[src/rtl/decoder_3b_5b_stream_pkg.sv]
// Shared widths, constants and types for the 3-bit to 5-bit one-hot stream decoder.
// Optional illegal-code counter is enabled with the DECODER_ERR_CNT_EN macro.
package decoder_3b_5b_stream_pkg;

  localparam int CODE_W    = 3;
  localparam int ONEHOT_W  = 5;
  localparam int DATA_W    = ONEHOT_W + 1;
  localparam int ERR_CNT_W = 8;

  localparam logic [CODE_W-1:0]    MAX_CODE    = 3'd4;
  localparam logic [ONEHOT_W-1:0]  ILLEGAL_OUT = 5'b00000;
  localparam logic [ERR_CNT_W-1:0] ERR_CNT_MAX = 8'hFF;

  // One buffered result: the decoded word plus its illegal-code flag.
  typedef struct packed {
    logic [ONEHOT_W-1:0] word;
    logic                err;
  } dec_word_t;

  typedef enum logic [1:0] {
    OCC_EMPTY = 2'd0,
    OCC_ONE   = 2'd1,
    OCC_FULL  = 2'd2
  } occ_t;

  function automatic logic is_illegal(input logic [CODE_W-1:0] code);
    return code > MAX_CODE;
  endfunction

endpackage

[src/rtl/decoder_3b_5b_stream_skid_buf_2.sv]
// Two-entry in-order result buffer with registered ready/valid handshakes.
// Ready depends only on stored occupancy, never combinationally on out_ready.
module skid_buf_2
  import decoder_3b_5b_stream_pkg::*;
(
  input  logic              clk,
  input  logic              rst,
  input  logic              in_valid,
  output logic              in_ready,
  input  logic [DATA_W-1:0] in_data,
  output logic              out_valid,
  input  logic              out_ready,
  output logic [DATA_W-1:0] out_data
);

  occ_t              r_occ;
  logic [DATA_W-1:0] r_head;
  logic [DATA_W-1:0] r_tail;
  logic              r_in_ready;
  logic              r_out_valid;

  logic w_push;
  logic w_pop;

  assign w_push = in_valid & r_in_ready;
  assign w_pop  = r_out_valid & out_ready;

  // r_head always holds the oldest entry; r_tail is only meaningful when full.
  always_ff @(posedge clk) begin
    if (rst) begin
      r_occ       <= OCC_EMPTY;
      r_head      <= '0;
      r_tail      <= '0;
      r_in_ready  <= 1'b1;
      r_out_valid <= 1'b0;
    end else begin
      case (r_occ)
        OCC_EMPTY: begin
          if (w_push) begin
            r_head      <= in_data;
            r_occ       <= OCC_ONE;
            r_out_valid <= 1'b1;
          end
        end
        OCC_ONE: begin
          if (w_push && w_pop) begin
            r_head <= in_data;
          end else if (w_push) begin
            r_tail     <= in_data;
            r_occ      <= OCC_FULL;
            r_in_ready <= 1'b0;
          end else if (w_pop) begin
            r_head      <= '0;
            r_occ       <= OCC_EMPTY;
            r_out_valid <= 1'b0;
          end
        end
        OCC_FULL: begin
          if (w_pop) begin
            r_head     <= r_tail;
            r_occ      <= OCC_ONE;
            r_in_ready <= 1'b1;
          end
        end
        default: begin
          r_occ       <= OCC_EMPTY;
          r_head      <= '0;
          r_in_ready  <= 1'b1;
          r_out_valid <= 1'b0;
        end
      endcase
    end
  end

  assign in_ready  = r_in_ready;
  assign out_valid = r_out_valid;
  assign out_data  = r_head;

endmodule

[src/rtl/decoder_3b_5b_stream.sv]
// Streaming 3-bit binary to 5-bit one-hot decoder with a 2-entry output buffer.
// Define DECODER_ERR_CNT_EN to add the saturating illegal-code counter err_cnt.
module decoder_3b_5b_stream
  import decoder_3b_5b_stream_pkg::*;
(
  input  logic                clk,
  input  logic                rst,
  input  logic                in_valid,
  output logic                in_ready,
  input  logic [CODE_W-1:0]   in,
  output logic                out_valid,
  input  logic                out_ready,
  output logic [ONEHOT_W-1:0] out,
  output logic                out_err
`ifdef DECODER_ERR_CNT_EN
  ,
  output logic [ERR_CNT_W-1:0] err_cnt
`endif
);

  logic [ONEHOT_W-1:0] w_onehot;
  logic                w_err;
  dec_word_t           w_dec;
  dec_word_t           w_buf_out;
  logic                w_buf_in_ready;

  genvar gi;
  generate
    for (gi = 0; gi < ONEHOT_W; gi++) begin : g_onehot
      assign w_onehot[gi] = (in == CODE_W'(gi));
    end
  endgenerate

  assign w_err      = is_illegal(in);
  assign w_dec.word = w_err ? ILLEGAL_OUT : w_onehot;
  assign w_dec.err  = w_err;

  skid_buf_2 u_skid_buf_2 (
    .clk       (clk),
    .rst       (rst),
    .in_valid  (in_valid),
    .in_ready  (w_buf_in_ready),
    .in_data   (w_dec),
    .out_valid (out_valid),
    .out_ready (out_ready),
    .out_data  (w_buf_out)
  );

  assign in_ready = w_buf_in_ready;
  assign out      = w_buf_out.word;
  assign out_err  = w_buf_out.err;

`ifdef DECODER_ERR_CNT_EN
  logic [ERR_CNT_W-1:0] r_err_cnt;

  // Counts illegal codes at acceptance, so held-off codes are not counted.
  always_ff @(posedge clk) begin
    if (rst) begin
      r_err_cnt <= '0;
    end else if (in_valid && w_buf_in_ready && w_err && (r_err_cnt != ERR_CNT_MAX)) begin
      r_err_cnt <= r_err_cnt + 1'b1;
    end
  end

  assign err_cnt = r_err_cnt;
`endif

endmodule

[config.mk]
export PLATFORM = sky130hd
export DESIGN_NAME = decoder_3b_5b_stream
export DESIGN_NICKNAME = d
export VERILOG_FILES = /design/src/rtl/decoder_3b_5b_stream_pkg.sv /design/src/rtl/decoder_3b_5b_stream_skid_buf_2.sv /design/src/rtl/decoder_3b_5b_stream.sv
export SDC_FILE = /design/constraint.sdc
export NUM_CORES = 1
export LEC_CHECK = 0
export CORE_ASPECT_RATIO = 0.75
export CORE_MARGIN = 5
export CORE_UTILIZATION = 38
export DETAILED_ROUTE_END_ITERATION = 8
export GPL_TIMING_DRIVEN = 0
export PLACE_DENSITY_LB_ADDON = 0.2
export SETUP_SLACK_MARGIN = 0.4
export SYNTH_ARGS = -nofsm -noshare
export SYNTH_HDL_FRONTEND = slang
export SYNTH_HIERARCHICAL = 1
export SYNTH_SLANG_ARGS = --single-unit
[constraint.sdc]
create_clock -name clk -period 2.6 [get_ports clk]
set_clock_uncertainty 0.05 [all_clocks]
set_input_delay 0.52 -clock clk [delete_from_list [all_inputs] [get_ports clk]]
set_output_delay 0.52 -clock clk [all_outputs]
set_load 0.01 [all_outputs]
=== Word-level counts from Yosys, hierarchy flattened ===
Index checks and enable logic that the tools add are counted.

* Eq/ne operators: 15
* Muxes and demuxes: 22
* Reductions and logical operators: 8
* Magnitude comparators: 1
* Bitwise gates (word level): 5

{| class="wikitable"
|+ Operator list
! operator !! count
|-
| two-way mux 6 bit || 5
|-
| case mux 6 bit (3 select lines) || 1
|-
| AND reduction 4 bit || 3
|-
| two-way mux 2 bit || 5
|-
| != test 2 x 1 -> 1 bit (second input constant) || 4
|-
| two-way mux 1 bit || 7
|-
| == test 3 x 2 -> 1 bit (second input constant) || 2
|-
| != test 3 x 1 -> 1 bit (second input constant) || 2
|-
| case mux 1 bit (3 select lines) || 2
|-
| case mux 2 bit (3 select lines) || 1
|-
| two-way mux 5 bit || 1
|-
| AND reduction 5 bit || 1
|-
| != test 2 bit (second input constant) || 2
|-
| == test 3 x 1 -> 1 bit (second input constant) || 1
|-
| == test 3 bit (second input constant) || 1
|-
| greater-than comparator 3 bit (second input constant) || 1
|-
| zero test 3 bit || 1
|-
| != test 3 bit (second input constant) || 1
|-
| NOT 1 bit || 3
|-
| AND reduction 3 bit || 1
|-
| bitwise AND 1 bit || 2
|-
| == test 2 x 1 -> 1 bit (second input constant) || 1
|-
| == test 2 bit (second input constant) || 1
|-
| zero test 2 bit || 1
|-
| logical AND 1 bit || 1
|}

* Word-level logic and storage cells: 56
* Output and inout bits: 8
* Register bits after elaboration: 16

=== Logic depth before layout (Yosys ltp) ===
Gate-level depths: netlist of run 1.

* Depth after elaboration: 5
* Mapped depth: 5

=== Cells and area by module ===
Netlist of run 1, hierarchy kept.

{| class="wikitable"
|+ By module, submodules not included
! module !! cells an instance !! times used !! area each (sq um) !! sequential area each (sq um)
|-
| skid_buf_2 || 76 || 1 || 730.7 || 320.3
|-
| decoder_3b_5b_stream || 6 || 1 || 45.0 || 0.0
|}

=== Least setup slack after synthesis of run 1 ===
Ideal clock, no wire load.

* Kind: in2reg
* Start point: input in_valid
* End point: register u_skid_buf_2.r_head[0], in the netlist u_skid_buf_2/out_data[0]
* Setup slack: 1,129 ps
* Required time: 2,474 ps
* Arrival time: 1,345 ps
* Stages on the path: 4
* Path through: nand2_1 nor3_1 a22oi_1 o22ai_1

* Word-level cells in the longest chain between the ends: 4
* Elaborated cells between the ends (all ways): 8

{| class="wikitable"
|+ RTL lines
! what !! line !! RTL
|-
| start, declared || decoder_3b_5b_stream.sv:8 || <nowiki>input logic in_valid,</nowiki>
|-
| bitwise AND 1 bit (*) || decoder_3b_5b_stream_skid_buf_2.sv:25 || <nowiki>assign w_push = in_valid & r_in_ready;</nowiki>
|-
| logical AND 1 bit || decoder_3b_5b_stream_skid_buf_2.sv:46 || <nowiki>if (w_push && w_pop) begin</nowiki>
|-
| != test 3 bit (no line) (tied with other cells) || -- ||
|-
| AND reduction 4 bit (no line) or case mux 6 bit (3 select lines) (tied branches) || -- ||
|-
| end signal, assigned || decoder_3b_5b_stream_skid_buf_2.sv:40 || <nowiki>r_head <= in_data;</nowiki>
|-
| end signal, assigned || decoder_3b_5b_stream_skid_buf_2.sv:47 || <nowiki>r_head <= in_data;</nowiki>
|-
| end signal, assigned || decoder_3b_5b_stream_skid_buf_2.sv:60 || <nowiki>r_head <= r_tail;</nowiki>
|-
| end, declared || decoder_3b_5b_stream_skid_buf_2.sv:17 || <nowiki>logic [DATA_W-1:0] r_head;</nowiki>
|}

Mark *: on every way between the ends. The rest lies on a longest branch, timed or not.
A chain may end at the register's enable or synchronous reset.

=== Final worst setup path of run 1 ===
Ends and elaborated chain as after synthesis.

==> results of run 1 <==
## state kept, by name (all words and copies together) (netlist names)
signal                  flops
u_skid_buf_2/out_valid      1
u_skid_buf_2/in_ready       1
u_skid_buf_2/out_data       6
u_skid_buf_2/r_tail         6
u_skid_buf_2/r_occ          2
## per-stage QoR
step	util [%]	hold slack, ns
floorplan	-	0.411
global placement	47.8	0.418
detailed placement	47.8	0.418
CTS	49.6	0.444
global route	49.6	0.470
finish	49.6	0.442
## worst register-to-register path, delay by kind of cell, from the launching register on
kind             cells  cell delay, ns
AND/OR/NAND/NOR      2            0.79
flip-flops           1            0.38
AO/OA/AOI/OAI        2            0.39
## layout by cell type, fill, tap and decap left out, drive strengths merged
| cell type | synthesis | routed |
|---|---|---|
| a211oi | 1 | 1 |
| a21bo | 1 | 1 |
| a21boi | 1 | 1 |
| a21oi | 3 | 3 |
| a22oi | 6 | 6 |
| and2 | 1 | 1 |
| and3b | 2 | 2 |
| buf | 1 | 1 |
| clkbuf | 2 | 6 |
| clkdlybuf4s50 | 0 | 14 |
| dfxtp | 16 | 16 |
| mux2i | 7 | 7 |
| nand2 | 4 | 4 |
| nand2b | 8 | 8 |
| nand3b | 2 | 2 |
| nor2 | 9 | 9 |
| nor3 | 3 | 3 |
| nor3b | 3 | 3 |
| o21a | 2 | 2 |
| o21ai | 1 | 1 |
| o21bai | 1 | 1 |
| o22a | 1 | 1 |
| o22ai | 7 | 7 |
## worst min-delay path by stage
stage | start | to | cells after the start
3_5_place_dp | u_skid_buf_2/out_data[4] | u_skid_buf_2/out_data[4] | 2
3_3_place_gp | u_skid_buf_2/out_data[4] | u_skid_buf_2/out_data[4] | 2
4_1_cts | u_skid_buf_2/out_data[4] | u_skid_buf_2/out_data[4] | 2
6_report | u_skid_buf_2/out_data[4] | u_skid_buf_2/out_data[4] | 2
5_1_grt | u_skid_buf_2/out_data[3] | u_skid_buf_2/out_data[3] | 2
2_1_floorplan | u_skid_buf_2/r_tail[0] | u_skid_buf_2/r_tail[0] | 2
## cells by family (layout without fill, tap and decap cells)
kind of cell / after synthesis / count (layout) / synth area share (%)
buffers and inverters: 3 / 21 / 2.42
DFF: 16 / 16 / 41.3
AOI/OAI and AO/OA: 24 / 24 / 22.7
and+or+nand+nor: 32 / 32 / 24.5
muxes: 7 / 7 / 9.03
## per-layer routing
metal,vias to the layer above,share of wire [%],track usage [%]
met4,0,0.76,3.25
met1,300,50,15.2
met3,2,8.0,6.22
met5,-,0,0
met2,24,41,15.7
li1,339,-,-
## power breakdown
group,internal (W),switching [W]
sequential,0.000257,0.0000132
combinational,0.0000608,0.0000595
clock,0.0000853,0.0000795
## final cells by class
class                           instances  area (um2)  area share, %
Timing Repair Buffer                   14         140           14.3
Buffer                                  3        18.8           1.91
Multi-Input combinational cell         63         437           44.5
Sequential cell                        16         320           32.6
Tap cell                               24        30.0           3.06
Clock buffer                            4        36.3           3.69
==> results.txt, run 1 <==
Placed cell area: 946 um2
Post-DP HPWL: 1270 um
Crit path depth: 5
Synth top area cells: dfxtp_1 41%, mux2i_1 9.0%, a22oi_1 5.8%
Fmax achieved: 497 MHz
Root buf cell: clkbuf_4
RR Endpoint: u_skid_buf_2/out_data[0]
Post-route clock period utilization: 77.4%
DR WL/cell: 13.9 um
Total power after layout: 0.000556 W
Chip height: 49.1 um
Slew Limit Fails: 0
CTS tree: yes
Syn_nets: 89
Synth Flop Type: dfxtp_1
Setup crit end kind: register
Largest net degree at the start of global routing: 11
Final setup margin: 0.587 ns
Mapped cell area: 776 um2
CP Capture Point: u_skid_buf_2/out_data[0]
Final WL: 1720 um
Slew @ Worst Pin: 0.669 ns
Avg Cell Area, Syn: 9.46 um2
Fill cells: 204
Setup TNS: 0 ns
Worst Reg-to-Reg Cells: 4
Placed Instances: 120
Max-cap violations: 0
Total GRT Usage: 11.4%
Ant. Diodes: 0
Share of the synthesized area in the top cell type: 41.3%
RSZ-0062 raised after global routing: no
Kind of cell adding the most delay to the critical path: simple AND/OR/NAND/NOR gates
Critical path startpoint: in_valid
Initial antenna violation count: 0
Number of global-route vias before repair: 587
Postcts setup bufs: 0
Core Region: 1980 um2
Max IR drop VDD: 0.336 mV
Via-to-Cell Ratio: 5.36
Final Hold Violating Endpoints: 0
Synthesized flop and latch total: 16
Initial Utilization: 39.2%
Starting DRT DRC Count: 31
Worst r2r src: u_skid_buf_2/in_ready
I/O pin count: 15
CTS max path bufs: 2
Port Buf Inserts: 14
Min-Delay Path Class: reg2reg
Clock Latency Late Sink: 0.29 ns
CP Launch Type: input pin
Rows: 14
Status: completed
Count leader, synth: dfxtp_1
Number of H-tree levels: 1
# hold bufs at CTS: 0
Relative slew margins: 55.0%
Post-synthesis async set-or-reset flop share: 0%
Via count: 665
CTS clk-pin slew, worst paths: 0.10 ns
Cells after Synth: 82
Leak Pwr: 0.326 nW
Final ANT Viol Nets: 0
DR pass1 iterations: 4
Post-synth cell types: 25
Worst-path maximum fanout: 6
Nets: 108
Critical-path top delay cell: nor3_1
Die span in x: 62.2 um
Grt ovf: 0
Synth area leader: dfxtp_1
Final Setup Violations: 0
Design Area, Final: 982 um2
Syn. warnings: 6
Post-synth top cells: 16 x dfxtp_1, 9 x nor2_1, 7 x mux2i_1, 7 x nand2b_1, 7 x o22ai_1
Seq/Total Area, Yosys: 41.3%
First-pass GRT wire length: 2750 um
CP bufs+invs: 1
CTS resizes: 0
Syn-to-layout area delta: 26.6%
Layout cells sized above 1: 11.0%
Req. time, crit path: 2.77 ns
CP cell instances: clkdlybuf4s50_1 -> nand2_1 -> nor3_1 -> a22oi_1 -> o22ai_1
CTS Buf Count: 3
DR DRC count: 0
Sink Count: 16
Worst EP arrival: 2.19 ns
Critical path's largest stage delay: 0.60 ns
Placer Congestion: 0.709
Post-route non-filler standard cell count: 124
R2R setup slack: 0.93 ns
EDFF count, synth: 0
DIE AREA: 3050 um2
Crit path time final: 2.01 ns
Crit path kind: in2reg
Pwr dens: 566 nW/um2
Pre-CTS WS: 0.317 ns
(Power assumes the default switching activity.)
==> inputs of run 2 (changes only) <==
==> constraint.sdc (replaced) <==
create_clock -name clk -period 1.72 [get_ports clk]
set_clock_uncertainty 0.05 [all_clocks]
set_input_delay 0.344 -clock clk [delete_from_list [all_inputs] [get_ports clk]]
set_output_delay 0.344 -clock clk [all_outputs]
set_load 0.01 [all_outputs]
==> run 2 against run 1 <==
Sequential share of layout area decreased by 1.9 points. Power increased by 48%. Flip-flop and latch count unchanged. Setup slack got worse by 0.24 ns. Clock power increased by 19%. Critical path depth unchanged. Clock-buffer cell count decreased by 1. Die area unchanged.
==> results.txt, run 2 (synthesized netlist as in run 1, its figures left out) <==
Starting DRT DRC Count: 8 (was 31)
Worst r2r src: u_skid_buf_2/r_occ[0] (was u_skid_buf_2/in_ready)
Utilization after layout: 54.1% (was 49.6%)
Number of H-tree levels: 1 (unchanged)
Via-to-Cell Ratio: 5.32 (was 5.36)
Setup TNS: 0 ns (unchanged)
Most common cell after layout, fill and taps aside: dfxtp_1 (unchanged)
Layout cells sized above 1: 28.8% (was 11.0%)
Slew @ Worst Pin: 0.369 ns (was 0.669 ns)
CTS Buf Count: 3 (unchanged)
Via count: 681 (was 665)
R2R setup slack: 0.35 ns (was 0.93 ns)
Largest net degree at the start of global routing: 11 (unchanged)
Final setup margin: 0.347 ns (was 0.587 ns)
Clock Latency Late Sink: 0.28 ns (was 0.29 ns)
Die span in x: 62.2 um (unchanged)
Status: completed (unchanged)
DR DRC count: 0 (unchanged)
Ant. Diodes: 0 (unchanged)
Rows: 14 (unchanged)
Worst Hold Path EP: u_skid_buf_2/out_data[2] (was u_skid_buf_2/out_data[4])
Chip height: 49.1 um (unchanged)
Number of global-route vias before repair: 599 (was 587)
CTS clk-pin slew, worst paths: 0.09 ns (was 0.10 ns)
Core Region: 1980 um2 (unchanged)
Commonest non-fill, non-tap cells in the layout: 13 x dfxtp_1, 8 x nor2_1, 7 x o22ai_1, 7 x nand2b_1 (was 16 x dfxtp_1, 14 x clkdlybuf4s50_1, 9 x nor2_1)
I/O pin count: 15 (unchanged)
Final Hold Violating Endpoints: 0 (unchanged)
CTS tree: yes (unchanged)
First-pass GRT wire length: 2970 um (was 2750 um)
Max-cap violations: 0 (unchanged)
Min-delay src: u_skid_buf_2/out_data[2] (was u_skid_buf_2/out_data[4])
Area of the multi-input gates: 487 um2 (was 437 um2)
Slew Limit Fails: 0 (unchanged)
Worst Reg-to-Reg Cells: 5 (was 4)
DIE AREA: 3050 um2 (unchanged)
Nets: 113 (was 108)
Initial Utilization: 39.2% (unchanged)
RR Endpoint: u_skid_buf_2/r_tail[1] (was u_skid_buf_2/out_data[0])
Total GRT Usage: 12.0% (was 11.4%)
# hold bufs at CTS: 0 (unchanged)
Leak Pwr: 0.405 nW (was 0.326 nW)
Post-route clock period utilization: 79.8%
DR WL/cell: 13.7 um (was 13.9 um)
Fill cells: 179 (was 204)
Req. time, crit path: 1.85 ns (was 2.77 ns)
Fmax achieved: 728 MHz
DR pass1 iterations: 4 (unchanged)
CTS max path bufs: 2 (unchanged)
Crit path kind: reg2reg (was in2reg)
Pwr dens: 768 nW/um2 (was 566 nW/um2)
Hold depth: 2 (unchanged)
Max IR drop VDD: 0.529 mV (was 0.336 mV)
Port Buf Inserts: 14 (unchanged)
Grt ovf: 0 (unchanged)
Worst-path maximum fanout: 5 (was 6)
Syn-to-layout area delta: 38.1% (was 26.6%)
Final WL: 1760 um (was 1720 um)
Worst EP arrival: 1.50 ns (was 2.19 ns)
Sink Count: 16 (unchanged)
Setup crit end kind: register (unchanged)
Crit path time final: 1.37 ns
Pre-CTS WS: -0.298 ns (was 0.317 ns)
CP Launch Type: register (was input pin)
Root buf cell: clkbuf_4 (unchanged)
Placer Congestion: 0.762 (was 0.709)
Min-Delay Path Class: reg2reg (unchanged)
RSZ-0062 raised after global routing: yes (was no)
Relative slew margins: 75.2% (was 55.0%)
Final ANT Viol Nets: 0 (unchanged)
Final Setup Violations: 0 (unchanged)
FF+latch area: 329 um2 (was 320 um2)
Initial antenna violation count: 0 (unchanged)
Post-DP HPWL: 1180 um (was 1270 um)
[run 2: layout make-up]
cell class                 count  area share (%)
timing repair buffer          19            16.7
tap                           24            2.80
sequential                    16            30.7
multi-input combinational     63            45.4
clock buffer                   3            2.10
buffer                         3            2.22
[run 2: how the worst max path moves through the flow]
stage	from	endpoint	slack, ns	cells past startpoint
after floorplan	u_skid_buf_2/r_occ[0]	u_skid_buf_2/r_tail[0]	0.38	4
after global placement	out_ready	u_skid_buf_2/out_data[4]	-0.28	5
after detailed placement	out_ready	u_skid_buf_2/out_data[4]	-0.30	5
after CTS	u_skid_buf_2/r_occ[0]	u_skid_buf_2/r_tail[2]	0.35	5
after global routing	u_skid_buf_2/r_occ[0]	u_skid_buf_2/r_tail[1]	0.23	5
final	u_skid_buf_2/r_occ[0]	u_skid_buf_2/r_tail[1]	0.35	5
[run 2: critical path: stages (launching register included)]
cell,delay [ns]
dfxtp_4,0.38
a21bo_4,0.24
nor3_4,0.19
buf_4,0.16
mux2i_2,0.19
nor2_1,0.06
[run 2: metal layers]
| layer | track usage, % | up-vias | wire (um) |
|---|---|---|---|
| li1 | - | 348 | - |
| met5 | 0 | - | 0 |
| met2 | 15.3 | 16 | 727 |
| met1 | 18.1 | 317 | 936 |
| met4 | 2.17 | 0 | 0 |
| met3 | 5.30 | 0 | 94 |
[run 2: timing repair]
item	CTS	global route
pin swaps	2	4
setup endpoints to repair	23	19
setup buffers	4	1
resized for setup	25	18
[run 2: through the flow]
stage | hold WS [ns] | power (W) | cells | cell area [um2]
final | 0.430 | 0.000823 | 128 | 1070
after floorplan | 0.411 | 0.000536 | 82 | 783
after global routing | 0.454 | 0.000873 | 128 | 1070
after detailed placement | 0.417 | 0.000602 | 120 | 953
after global placement | 0.416 | 0.000600 | 120 | 953
after CTS | 0.429 | 0.000816 | 127 | 1030
[run 2: power by group]
part           internal, W  leakage [nW]  switching [W]
combinational     0.000109         0.261       0.000107
clock            0.0000812        0.0138       0.000115
sequential        0.000392         0.131      0.0000201
